--- src/rtl/frame_buf_writer.sv ---
// frame_buf_writer: drains the capture FIFO in fixed bursts into a ring of frame buffers.
// Optional feature macro FBW_FRAME_SYNC_EN: frame_start arms each frame and aborts short frames.
module frame_buf_writer #(
    parameter int DATA_W      = 16,
    parameter int ADDR_W      = 24,
    parameter int USEDW_W     = 12,
    parameter int BURST_LEN   = 8,
    parameter int FRAME_WORDS = 172800,
    parameter int NUM_BUFS    = 2,
    parameter int BASE_ADDR   = 0
) (
    input  logic               clk,
    input  logic               reset,
    input  logic [DATA_W-1:0]  fifo_q,
    input  logic [USEDW_W-1:0] fifo_rdusedw,
    input  logic               fifo_rdempty,
    output logic               fifo_rdreq,
    input  logic               frame_start,
    output logic               mem_req,
    output logic [ADDR_W-1:0]  mem_addr,
    output logic [DATA_W-1:0]  mem_wdata,
    input  logic               mem_ack,
    output logic [1:0]         wr_buf,
    output logic [1:0]         rd_buf,
    output logic               frame_done,
    output logic [7:0]         short_frames
);

    localparam int IDX_W = $clog2(FRAME_WORDS + 1);
    localparam int BC_W  = $clog2(BURST_LEN + 1);
    localparam logic [IDX_W-1:0]   LAST_IDX    = IDX_W'(FRAME_WORDS - 1);
    localparam logic [USEDW_W-1:0] BURST_USEDW = USEDW_W'(BURST_LEN);
    localparam logic [BC_W-1:0]    BURST_INIT  = BC_W'(BURST_LEN);
    localparam logic [1:0]         LAST_BUF    = 2'(NUM_BUFS - 1);

    typedef enum logic [1:0] {IDLE, FETCH, CAPTURE, WRITE} state_t;

    state_t             r_state;
    state_t             w_state_next;
    logic [BC_W-1:0]    r_burst_cnt;
    logic [IDX_W-1:0]   r_word_idx;
    logic [1:0]         r_wr_buf;
    logic [1:0]         r_rd_buf;
    logic               r_frame_done;
    logic [ADDR_W-1:0]  r_mem_addr;
    logic [DATA_W-1:0]  r_mem_wdata;

    logic               w_fifo_ready;
    logic               w_ack;
    logic               w_last_word;
    logic               w_complete;
    logic               w_burst_end;
    logic               w_abort;
    logic               w_may_start;
    logic               w_rdreq;
    logic               w_req;
    logic [1:0]         w_next_buf;

    // Start address of every possible buffer slot; entries past NUM_BUFS are never selected.
    logic [ADDR_W-1:0]  w_buf_base [4];

    genvar gi;
    generate
        for (gi = 0; gi < 4; gi++) begin : g_buf_base
            assign w_buf_base[gi] = ADDR_W'(64'(BASE_ADDR) + 64'(gi) * 64'(FRAME_WORDS));
        end
    endgenerate

    assign w_fifo_ready = (fifo_rdusedw >= BURST_USEDW) && !fifo_rdempty;
    assign w_ack        = (r_state == WRITE) && mem_ack;
    assign w_last_word  = (r_word_idx == LAST_IDX);
    assign w_complete   = w_ack && w_last_word;
    assign w_burst_end  = w_ack && (r_burst_cnt == BC_W'(1));
    assign w_next_buf   = (r_wr_buf == LAST_BUF) ? 2'd0 : r_wr_buf + 2'd1;

`ifdef FBW_FRAME_SYNC_EN
    logic       r_armed;
    logic       r_start_pend;
    logic [7:0] r_short_frames;
    logic       w_start_mid;
    logic       w_pend;

    // A start that lands mid-frame is held until the running burst has drained.
    assign w_start_mid = frame_start && (r_word_idx != '0);
    assign w_pend      = r_start_pend || w_start_mid;
    assign w_abort     = w_pend && !w_complete && (w_burst_end || (r_state == IDLE));
    assign w_may_start = r_armed;

    always_ff @(posedge clk) begin
        if (reset) begin
            r_armed        <= 1'b0;
            r_start_pend   <= 1'b0;
            r_short_frames <= 8'd0;
        end else begin
            if (w_complete) begin
                r_armed <= w_pend;
            end else if (frame_start) begin
                r_armed <= 1'b1;
            end
            if (w_complete || w_abort) begin
                r_start_pend <= 1'b0;
            end else if (w_start_mid) begin
                r_start_pend <= 1'b1;
            end
            if (w_abort && (r_short_frames != 8'hFF)) begin
                r_short_frames <= r_short_frames + 8'd1;
            end
        end
    end

    assign short_frames = r_short_frames;
`else
    logic w_unused_frame_start;

    assign w_unused_frame_start = frame_start;
    assign w_abort              = 1'b0;
    assign w_may_start          = 1'b1;
    assign short_frames         = 8'd0;
`endif

    always_ff @(posedge clk) begin
        if (reset) begin
            r_state <= IDLE;
        end else begin
            r_state <= w_state_next;
        end
    end

    always_comb begin
        w_state_next = r_state;
        w_rdreq      = 1'b0;
        w_req        = 1'b0;
        case (r_state)
            IDLE: begin
                if (w_fifo_ready && w_may_start) begin
                    w_state_next = FETCH;
                end
            end
            FETCH: begin
                w_rdreq      = 1'b1;
                w_state_next = CAPTURE;
            end
            CAPTURE: begin
                w_state_next = WRITE;
            end
            WRITE: begin
                w_req = 1'b1;
                if (mem_ack) begin
                    w_state_next = (r_burst_cnt == BC_W'(1)) ? IDLE : FETCH;
                end
            end
            default: w_state_next = IDLE;
        endcase
    end

    always_ff @(posedge clk) begin
        if (reset) begin
            r_burst_cnt  <= '0;
            r_word_idx   <= '0;
            r_wr_buf     <= 2'd0;
            r_rd_buf     <= LAST_BUF;
            r_frame_done <= 1'b0;
            r_mem_addr   <= '0;
            r_mem_wdata  <= '0;
        end else begin
            r_frame_done <= w_complete;
            if (r_state == IDLE) begin
                r_burst_cnt <= BURST_INIT;
            end
            // Address and data are latched together so both hold steady across wait states.
            if (r_state == CAPTURE) begin
                r_mem_wdata <= fifo_q;
                r_mem_addr  <= w_buf_base[r_wr_buf] + ADDR_W'(r_word_idx);
            end
            if (w_ack) begin
                r_burst_cnt <= r_burst_cnt - BC_W'(1);
                if (w_last_word) begin
                    r_word_idx <= '0;
                    r_rd_buf   <= r_wr_buf;
                    r_wr_buf   <= w_next_buf;
                end else begin
                    r_word_idx <= r_word_idx + IDX_W'(1);
                end
            end
            if (w_abort) begin
                r_word_idx <= '0;
            end
        end
    end

    assign fifo_rdreq = w_rdreq;
    assign mem_req    = w_req;
    assign mem_addr   = r_mem_addr;
    assign mem_wdata  = r_mem_wdata;
    assign wr_buf     = r_wr_buf;
    assign rd_buf     = r_rd_buf;
    assign frame_done = r_frame_done;

endmodule

--- config.mk ---
export PLATFORM = sky130hd
export DESIGN_NAME = frame_buf_writer
export DESIGN_NICKNAME = d
export VERILOG_FILES = /design/src/rtl/frame_buf_writer.sv
export SDC_FILE = /design/constraint.sdc
export NUM_CORES = 1
export LEC_CHECK = 0
export ABC_AREA = 1
export CAP_MARGIN = 15
export CELL_PAD_IN_SITES_DETAIL_PLACEMENT = 1
export CELL_PAD_IN_SITES_GLOBAL_PLACEMENT = 2
export CORE_MARGIN = 4
export CORE_UTILIZATION = 27
export CTS_BUF_LIST = sky130_fd_sc_hd__clkbuf_8
export CTS_CLUSTER_SIZE = 10
export DETAILED_ROUTE_END_ITERATION = 8
export PLACE_DENSITY_LB_ADDON = 0.1
export SLEW_MARGIN = 20
export SYNTH_ARGS = -nofsm -noshare
export SYNTH_HDL_FRONTEND = slang
export SYNTH_SLANG_ARGS = --single-unit
--- constraint.sdc ---
create_clock -name clk -period 2.3 [get_ports clk]
set_input_delay 0.575 -clock clk [delete_from_list [all_inputs] [get_ports clk]]
set_output_delay 0.575 -clock clk [all_outputs]
set_load 0.005 [all_outputs]
==> results of run 1 <==
-- sequential cells by signal, summed over array words and instances (netlist names) --
signal / cells
mem_wdata: 16
r_state: 2
wr_buf: 2
r_burst_cnt: 4
r_word_idx: 18
mem_addr: 20
frame_done: 1
rd_buf: 2
-- worst max-delay path by stage --
stage                   end  slack (ns)  cells after the start
2_1_floorplan  mem_addr[14]        0.38                     11
3_3_place_gp      wr_buf[1]        0.20                      6
3_5_place_dp      wr_buf[1]        0.19                      6
4_1_cts             mem_req        0.14                      2
5_1_grt             mem_req        0.06                      2
6_report            mem_req        0.18                      2
-- per-stage QoR --
stage                     utilization [%]  worst slack, ns
final                                36.4            0.185
after global routing                 36.4           0.0586
after CTS                            36.4            0.140
after detailed placement             34.6            0.192
after global placement               34.6            0.197
after floorplan                         -            0.380
-- where the power goes --
part	internal (mW)	total (mW)	switching, mW
Sequential	1.39	1.52	0.134
Combinational	0.670	1.25	0.583
Clock	0.734	1.17	0.438
-- layout make-up --
cell class / instances / share of cell area [%]
Sequential cell: 65 / 28.2
Tap cell: 172 / 4.67
Clock buffer: 10 / 2.99
Inverter: 65 / 5.29
Clock inverter: 4 / 2.04
Multi-Input combinational cell: 362 / 39.9
Timing Repair Buffer: 80 / 16.9
-- layout by cell type, fill, tap and decap left out, types with 2 or more instances in the layout --
| master | n |
|---|---|
| xor2_1 | 7 |
| clkdlybuf4s50_1 | 71 |
| nand2_2 | 5 |
| o21ai_0 | 36 |
| nand2_1 | 94 |
| a21oi_1 | 15 |
| nand4_1 | 5 |
| conb_1 | 12 |
| ha_1 | 19 |
| a211oi_1 | 2 |
| dfxtp_1 | 65 |
| bufinv_16 | 3 |
| nor2_2 | 5 |
| nor2_1 | 102 |
| nand3_1 | 29 |
| a31oi_1 | 4 |
| inv_1 | 65 |
| nand3b_1 | 3 |
| o21ai_1 | 2 |
| a21o_1 | 2 |
| buf_4 | 9 |
| nor2_4 | 4 |
| clkbuf_8 | 10 |
| nor3_1 | 4 |
-- synth_stat cells (5+ instances only) --
| master | count |
|---|---|
| nand2_2 | 5 |
| inv_1 | 64 |
| nor2_1 | 102 |
| buf_4 | 12 |
| nand3_1 | 29 |
| nand2_1 | 94 |
| a21oi_1 | 15 |
| dfxtp_1 | 65 |
| nor2_2 | 5 |
| nand4_1 | 5 |
| clkbuf_1 | 6 |
| xor2_1 | 7 |
| o21ai_0 | 36 |
| ha_1 | 19 |
-- kinds of logic (layout without fill, tap and decap cells) --
logic type      after synthesis  in the layout
simple gates                258            258
buf+inv                      90            159
flops                        65             65
compound gates               64             64
fa+ha+maj                    20             20
xor+xnor                      8              8
other cells                   1             12
-- per-layer routing --
metal | vias to the layer above | track usage (%) | wire length (um)
li1 | 1720 | - | -
met1 | 1551 | 17.0 | 4620
met2 | 49 | 25.4 | 4910
met3 | 9 | 4.55 | 401
met4 | 0 | 4.06 | 116
met5 | - | 0 | 0
==> flow_summary.toml, run 1 <==
[finish]
multi_input_area_mm2 = 0.00184
stdcell_count = 758
nNetsFinal = 636
syn_to_final_growth_pct = 31.9
final_area_mm2 = 0.00461
diodes = 0
drive_gt1_share_pct = 7.00
fill_cells = 1631
seq_area_mm2 = 0.00130

[logic_synthesis]
synth_adder_area_share_pct = 7.38
syn_area_per_cell_um2 = 6.91
synthTopCellsByArea = "dfxtp_1 (37%), nor2_1 (11%), nand2_1 (10%)"
synth_ff_type = "dfxtp_1"
muxShareOfSynthArea_pct = 0
ys_seq_elements = 65
synth_area_mm2 = 0.00349
syn_inst = 506
yosysTopAreaCell = "dfxtp_1"
synthSimpleGateAreaFrac_pct = 32.2
synth_seq_area_share_pct = 37.2
synth_top_family_by_area = "simple AND/OR/NAND/NOR gates"
yosysWarnings = 0
synth-compound-area-share_pct = 9.77
async_flop_share_pct = 0
netlist.area_leader.share_pct = 37.2
yosysUniqueCellTypes = 38
synth_edf_count = 0
synth-xor-area-share_pct = 2.01

[clocking]
cts_buffer_depth = 2
postCtsSetupBuffers = 0
cts_hold_buffers = 0
clk_pin_slew_ns = 0.07
ctsResizeCount = 0
root_buffer = "clkbuf_8"
clk_latency_ns = 0.35
tritoncts = "done"
cts_sinks = 65
cts_max_level = 3
numCtsBuffers = 9

[routing]
viasPerCell = 4.39
drc = 0
vias = 3329
dr.pass1.iters = 4
wl_per_cell_um = 13.2
wl_um = 10000
drt-initial-drc-count = 95
ant_nets = 0

[critical_path]
worstPathArrival_ns = 1.54
crit_chain = "ha_1 > clkdlybuf4s50_1"
slowest_delay_ns = 0.53
worstRegToRegCells = 12
crit_path_top_delay_cell = "clkdlybuf4s50_1"
worstSetupStartpoint = "r_state[1]"
required_ns = 1.73
critPathKind = "reg2out"
worst_setup_path_start_kind = "flip-flop"
critical_path.top_delay_family = "buffers and inverters"
critPathMaxFanout = 5
rr_startpoint = "wr_buf[0]"
end_kind = "output port"
r2r-end = "mem_addr[16]"
r2r_slack_ns = 0.29
critPathBufInv = 1

[power]
p_total_mw = 3.95
p_leak_nw = 2.07
powerDensity_mw_per_mm2 = 856
peakVddDrop_uv = 339

[hold_path]
hp-class = "reg2reg"
worstHoldEndpoint = "r_burst_cnt[2]"
hold_depth = 1
hp-start = "r_burst_cnt[2]"

[sta]
max_freq_mhz = 473
hold_ws_ns = 0.453
finClkSkew_ns = 0.00847
post-route-period-util_pct = 92.0
fin_crit_ns = 2.12
finalHoldViolCount = 0
fin_setup_tns_ns = 0
rsz0062_at_grt = "false"
maxSlewViolCount = 0
finalSetupViolations = 0

[global_route]
grt.total_usage_pct = 14.5
antenna_found_initial = 0
grt-ovfl-total = 0
grt_max_degree = 34
grt_pass1_vias = 3436
grt_first_pass_wirelength_um = 16800

[floorplanning]
die_w_um = 122
row_count = 41
core_mm2 = 0.0127
fp.dieH_um = 122
num_io_pins = 88
die-area_mm2 = 0.0148
start_util_pct = 27.6

[run]
drv_cap = 0

[placed_design]
globalplace.congestion = 0.794
portBuffers = 71
placed_cell_area_mm2 = 0.00438
dpl.hpwl_um = 7850
dpl.cell_count = 744

[outcome]
status = "finished, final reports clean"
No activity file was read; power rests on OpenSTA's default activity.
==> run 2, diff against run 1 <==
- MAX_ROUTING_LAYER: unset -> met4
==> run 2 against run 1 <==
Die area unchanged; flip-flop and latch count unchanged; via count about the same; sequential power about the same; clock-buffer cell count unchanged; critical endpoint unchanged; largest cell class unchanged; highest routed layer unchanged.
==> flow_summary.toml, run 2 (same netlist as run 1, synthesis figures left out) <==
[clocking]
cts_buffer_depth = 2
postCtsSetupBuffers = 0
root_buffer = "clkbuf_8"
cts_hold_buffers = 0
cts_sinks = 65
tritoncts = "done"
clk_latency_ns = 0.35
numCtsBuffers = 9
cts_max_level = 3
ctsResizeCount = 0
clk_pin_slew_ns = 0.07

[routing]
drc = 0
drt-initial-drc-count = 90
ant_nets = 0
wl_um = 10100
dr.pass1.iters = 4
viasPerCell = 4.39
wl_per_cell_um = 13.3
vias = 3327

[finish]
syn_to_final_growth_pct = 31.9
layout_common_cells = "nor2_1 (102), nand2_1 (94), clkdlybuf4s50_1 (71), inv_1 (65), dfxtp_1 (65)"
nNetsFinal = 636
diodes = 0
stdcell_count = 758
drive_gt1_share_pct = 7.00
largest_reg_flops = 20
final_common_cell = "nor2_1"
fill_cells = 1631

[placed_design]
dpl.hpwl_um = 7850
globalplace.congestion = 0.805
dpl.cell_count = 744
portBuffers = 71

[critical_path]
critPathMaxFanout = 5
critical_path.top_delay_family = "buffers and inverters"
slowest_delay_ns = 0.53
critPathKind = "reg2out"
end_kind = "output port"
critPathBufInv = 1
worstRegToRegCells = 12
worstPathArrival_ns = 1.54
required_ns = 1.73
crit_path_top_delay_cell = "clkdlybuf4s50_1"
r2r_slack_ns = 0.29
r2r-end = "mem_addr[16]"
crit_chain = "ha_1 > clkdlybuf4s50_1"
rr_startpoint = "wr_buf[0]"
worst_setup_path_start_kind = "flip-flop"

[global_route]
grt_max_degree = 34
grt_first_pass_wirelength_um = 16800
grt-ovfl-total = 0
grt_pass1_vias = 3442
antenna_found_initial = 0
grt.total_usage_pct = 14.8

[floorplanning]
row_count = 41
start_util_pct = 27.6
core_mm2 = 0.0127
fp.dieH_um = 122
die-area_mm2 = 0.0148
num_io_pins = 88
die_w_um = 122

[hold_path]
hold_depth = 1
hp-start = "r_burst_cnt[2]"
hp-class = "reg2reg"
worstHoldEndpoint = "r_burst_cnt[2]"

[sta]
maxSlewViolCount = 0
post-route-period-util_pct = 91.9
finClkSkew_ns = 0.00830
fin_setup_tns_ns = 0
rsz0062_at_grt = "false"
fin_crit_ns = 2.11
max_freq_mhz = 473
finalHoldViolCount = 0
finalSetupViolations = 0

[power]
powerDensity_mw_per_mm2 = 856
p_leak_nw = 2.07
peakVddDrop_uv = 339

[outcome]
status = "finished, final reports clean"

[run]
drv_cap = 0
-- run 2: worst max path at each step --
stage          startpoint      endpoint  cells past startpoint
3_3_place_gp      mem_ack     wr_buf[1]                      6
6_report       r_state[1]       mem_req                      2
4_1_cts        r_state[0]       mem_req                      2
3_5_place_dp      mem_ack     wr_buf[1]                      6
2_1_floorplan   wr_buf[0]  mem_addr[14]                     11
5_1_grt        r_state[1]       mem_req                      2
-- run 2: routing by layer --
layer / vias up / share of wire, % / track usage (%)
li1: 1719 / - / -
met5: - / 0 / -
met3: 9 / 4.3 / 4.04
met2: 55 / 49 / 25.4
met4: 0 / 1.1 / 4.27
met1: 1544 / 46 / 17.1
-- run 2: power by group --
| part | switching (mW) | internal (mW) |
|---|---|---|
| clock network | 0.438 | 0.734 |
| logic | 0.583 | 0.670 |
| registers | 0.134 | 1.39 |
-- run 2: stage by stage --
stage	setup WS [ns]	hold slack, ns	power (mW)	cell area (um^2)	util, %
2_1_floorplan	0.380	0.412	2.13	3540	-
3_3_place_gp	0.197	0.425	2.81	4380	34.6
3_5_place_dp	0.192	0.441	2.84	4380	34.6
4_1_cts	0.140	0.452	4.04	4610	36.4
5_1_grt	0.0644	0.463	4.26	4610	36.4
6_report	0.186	0.453	3.95	4610	36.4
-- run 2: final cells by class --
class	instances	area, um^2	area share, %
timing repair buffer	80	778	16.9
tap	172	215	4.67
clock inverter	4	93.8	2.04
inverter	65	244	5.29
sequential	65	1300	28.2
multi-input combinational	362	1840	39.9
clock buffer	10	138	2.99
==> run 3, diff against run 2 <==
- CORE_UTILIZATION: 27 -> 26
- CTS_BUF_LIST: sky130_fd_sc_hd__clkbuf_8 -> unset
==> run 3 against run 2 <==
Die area increased by 3.6%; register-to-register slack improved by 0.04 ns; critical path depth unchanged; clock skew decreased by 0.0044 ns; largest cell class unchanged; sequential share of layout area decreased by 0.49 points.
==> flow_summary.toml, run 3 (same netlist as run 1, synthesis figures left out) <==
[critical_path]
critical_path.top_delay_family = "buffers and inverters"
r2r_slack_ns = 0.33
worstPathArrival_ns = 1.51
crit_chain = "ha_1 > clkdlybuf4s50_1"
worstRegToRegCells = 12
required_ns = 1.73
critPathMaxFanout = 5
worst_setup_path_start_kind = "flip-flop"
rr_startpoint = "wr_buf[0]"
critPathBufInv = 1
r2r-end = "mem_addr[16]"
crit_path_top_delay_cell = "clkdlybuf4s50_1"
critPathKind = "reg2out"
path_depth = 2
end_kind = "output port"
slowest_delay_ns = 0.52
worstSetupStartpoint = "r_state[0]"
endpoint = "mem_req"

[finish]
final_area_mm2 = 0.00469
drive_gt1_share_pct = 7.33
diodes = 0
nNetsFinal = 635
stdcell_count = 763
syn_to_final_growth_pct = 34.3
largest_reg_flops = 20
seq_area_mm2 = 0.00130
multi_input_area_mm2 = 0.00184
final_common_cell = "nor2_1"
fill_cells = 1606
layout_common_cells = "nor2_1 (102), nand2_1 (94), clkdlybuf4s50_1 (71), dfxtp_1 (65), inv_1 (64)"

[hold_path]
hp-class = "reg2reg"

[power]
peakVddDrop_uv = 301
p_sw_mw = 1.27
powerDensity_mw_per_mm2 = 891
switching_share_pct = 30.4
p_leak_nw = 2.10
p_seq_share_pct = 36.4
p_total_mw = 4.18
combPwrFrac_pct = 30.3
pwr-share-clk_pct = 33.3
p_int_mw = 2.91

[sta]
finClkSkew_ns = 0.00385
timing.final.ws_setup_ns = 0.211
rsz0062_at_grt = "false"
maxSlewViolCount = 0
finalSetupViolations = 0
post-route-period-util_pct = 90.8
fin_crit_ns = 2.09
max_freq_mhz = 479
fin_setup_tns_ns = 0
finalHoldViolCount = 0

[floorplanning]
die-area_mm2 = 0.0154
die_w_um = 124
start_util_pct = 26.5
num_io_pins = 88
core_mm2 = 0.0132
row_count = 42
fp.dieH_um = 124

[clocking]
cts_sinks = 65
cts_hold_buffers = 0
postCtsSetupBuffers = 0
root_buffer = "clkbuf_16"
cts_max_level = 3
tritoncts = "done"
clk_latency_ns = 0.34
ctsResizeCount = 0
cts_buffer_depth = 2
numCtsBuffers = 9
clk_pin_slew_ns = 0.06

[routing]
dr.pass1.iters = 4
drt-initial-drc-count = 146
viasPerCell = 4.35
vias = 3317
wl_um = 10300
ant_nets = 0
drc = 0
wl_per_cell_um = 13.5

[placed_design]
placed_cell_area_mm2 = 0.00439
pre_cts_ws_ns = 0.201
portBuffers = 71
globalplace.congestion = 0.794
dpl.cell_count = 747
dpl.hpwl_um = 7880

[global_route]
grt_max_degree = 30
grt.total_usage_pct = 14.8
antenna_found_initial = 0
grt-ovfl-total = 0
grt_first_pass_wirelength_um = 17000
grt_pass1_vias = 3420

[outcome]
status = "finished, final reports clean"

[run]
drv_cap = 0
-- run 3: cell types whose count changed in the layout (fill, tap and decap cells not counted), moves of 2 or more --
cell       before  now
buf_4           9    7
bufinv_16       3    1
clkbuf_16       0    9
clkbuf_8       10    0
clkinv_4        0    2
inv_6           0    2
-- run 3: worst min-delay path by stage --
stage	from	end	slack, ns	cells past startpoint
final	r_burst_cnt[2]	r_burst_cnt[2]	0.45	1
after global routing	r_burst_cnt[2]	r_burst_cnt[2]	0.47	1
after CTS	r_burst_cnt[2]	r_burst_cnt[2]	0.45	1
after detailed placement	r_burst_cnt[2]	r_burst_cnt[2]	0.44	1
after global placement	r_burst_cnt[2]	r_burst_cnt[2]	0.43	1
after floorplan	r_burst_cnt[2]	r_burst_cnt[2]	0.41	1
-- run 3: final cells by class --
| type | count | area share [%] |
|---|---|---|
| flip-flops and latches | 65 | 27.7 |
| clock buffers | 9 | 4.80 |
| well taps | 176 | 4.69 |
| multi-input cells | 362 | 39.2 |
| inverters | 65 | 5.20 |
| clock inverters | 7 | 1.65 |
| repair buffers | 79 | 16.7 |
-- run 3: layer usage --
layer,GRT usage (%),vias to the layer above,part of all wire [%]
met5,-,-,0
met4,4.93,0,1.5
met3,3.63,11,4.2
met2,23.6,51,47
met1,18.4,1527,47
li1,-,1728,-
-- run 3: power by group through the flow --
stage	logic, mW	clock network (mW)	registers, mW
floorplan	0.573	0	1.55
global placement	1.29	0	1.54
detailed placement	1.30	0	1.55
CTS	1.31	1.46	1.53
global route	1.44	1.52	1.56
finish	1.27	1.39	1.52
-- run 3: stage by stage --
| step | hold slack, ns | util, % |
|---|---|---|
| 3_5_place_dp | 0.436 | 33.3 |
| 3_3_place_gp | 0.429 | 33.3 |
| 4_1_cts | 0.447 | 35.6 |
| 2_1_floorplan | 0.412 | - |
| 6_report | 0.446 | 35.6 |
| 5_1_grt | 0.466 | 35.6 |
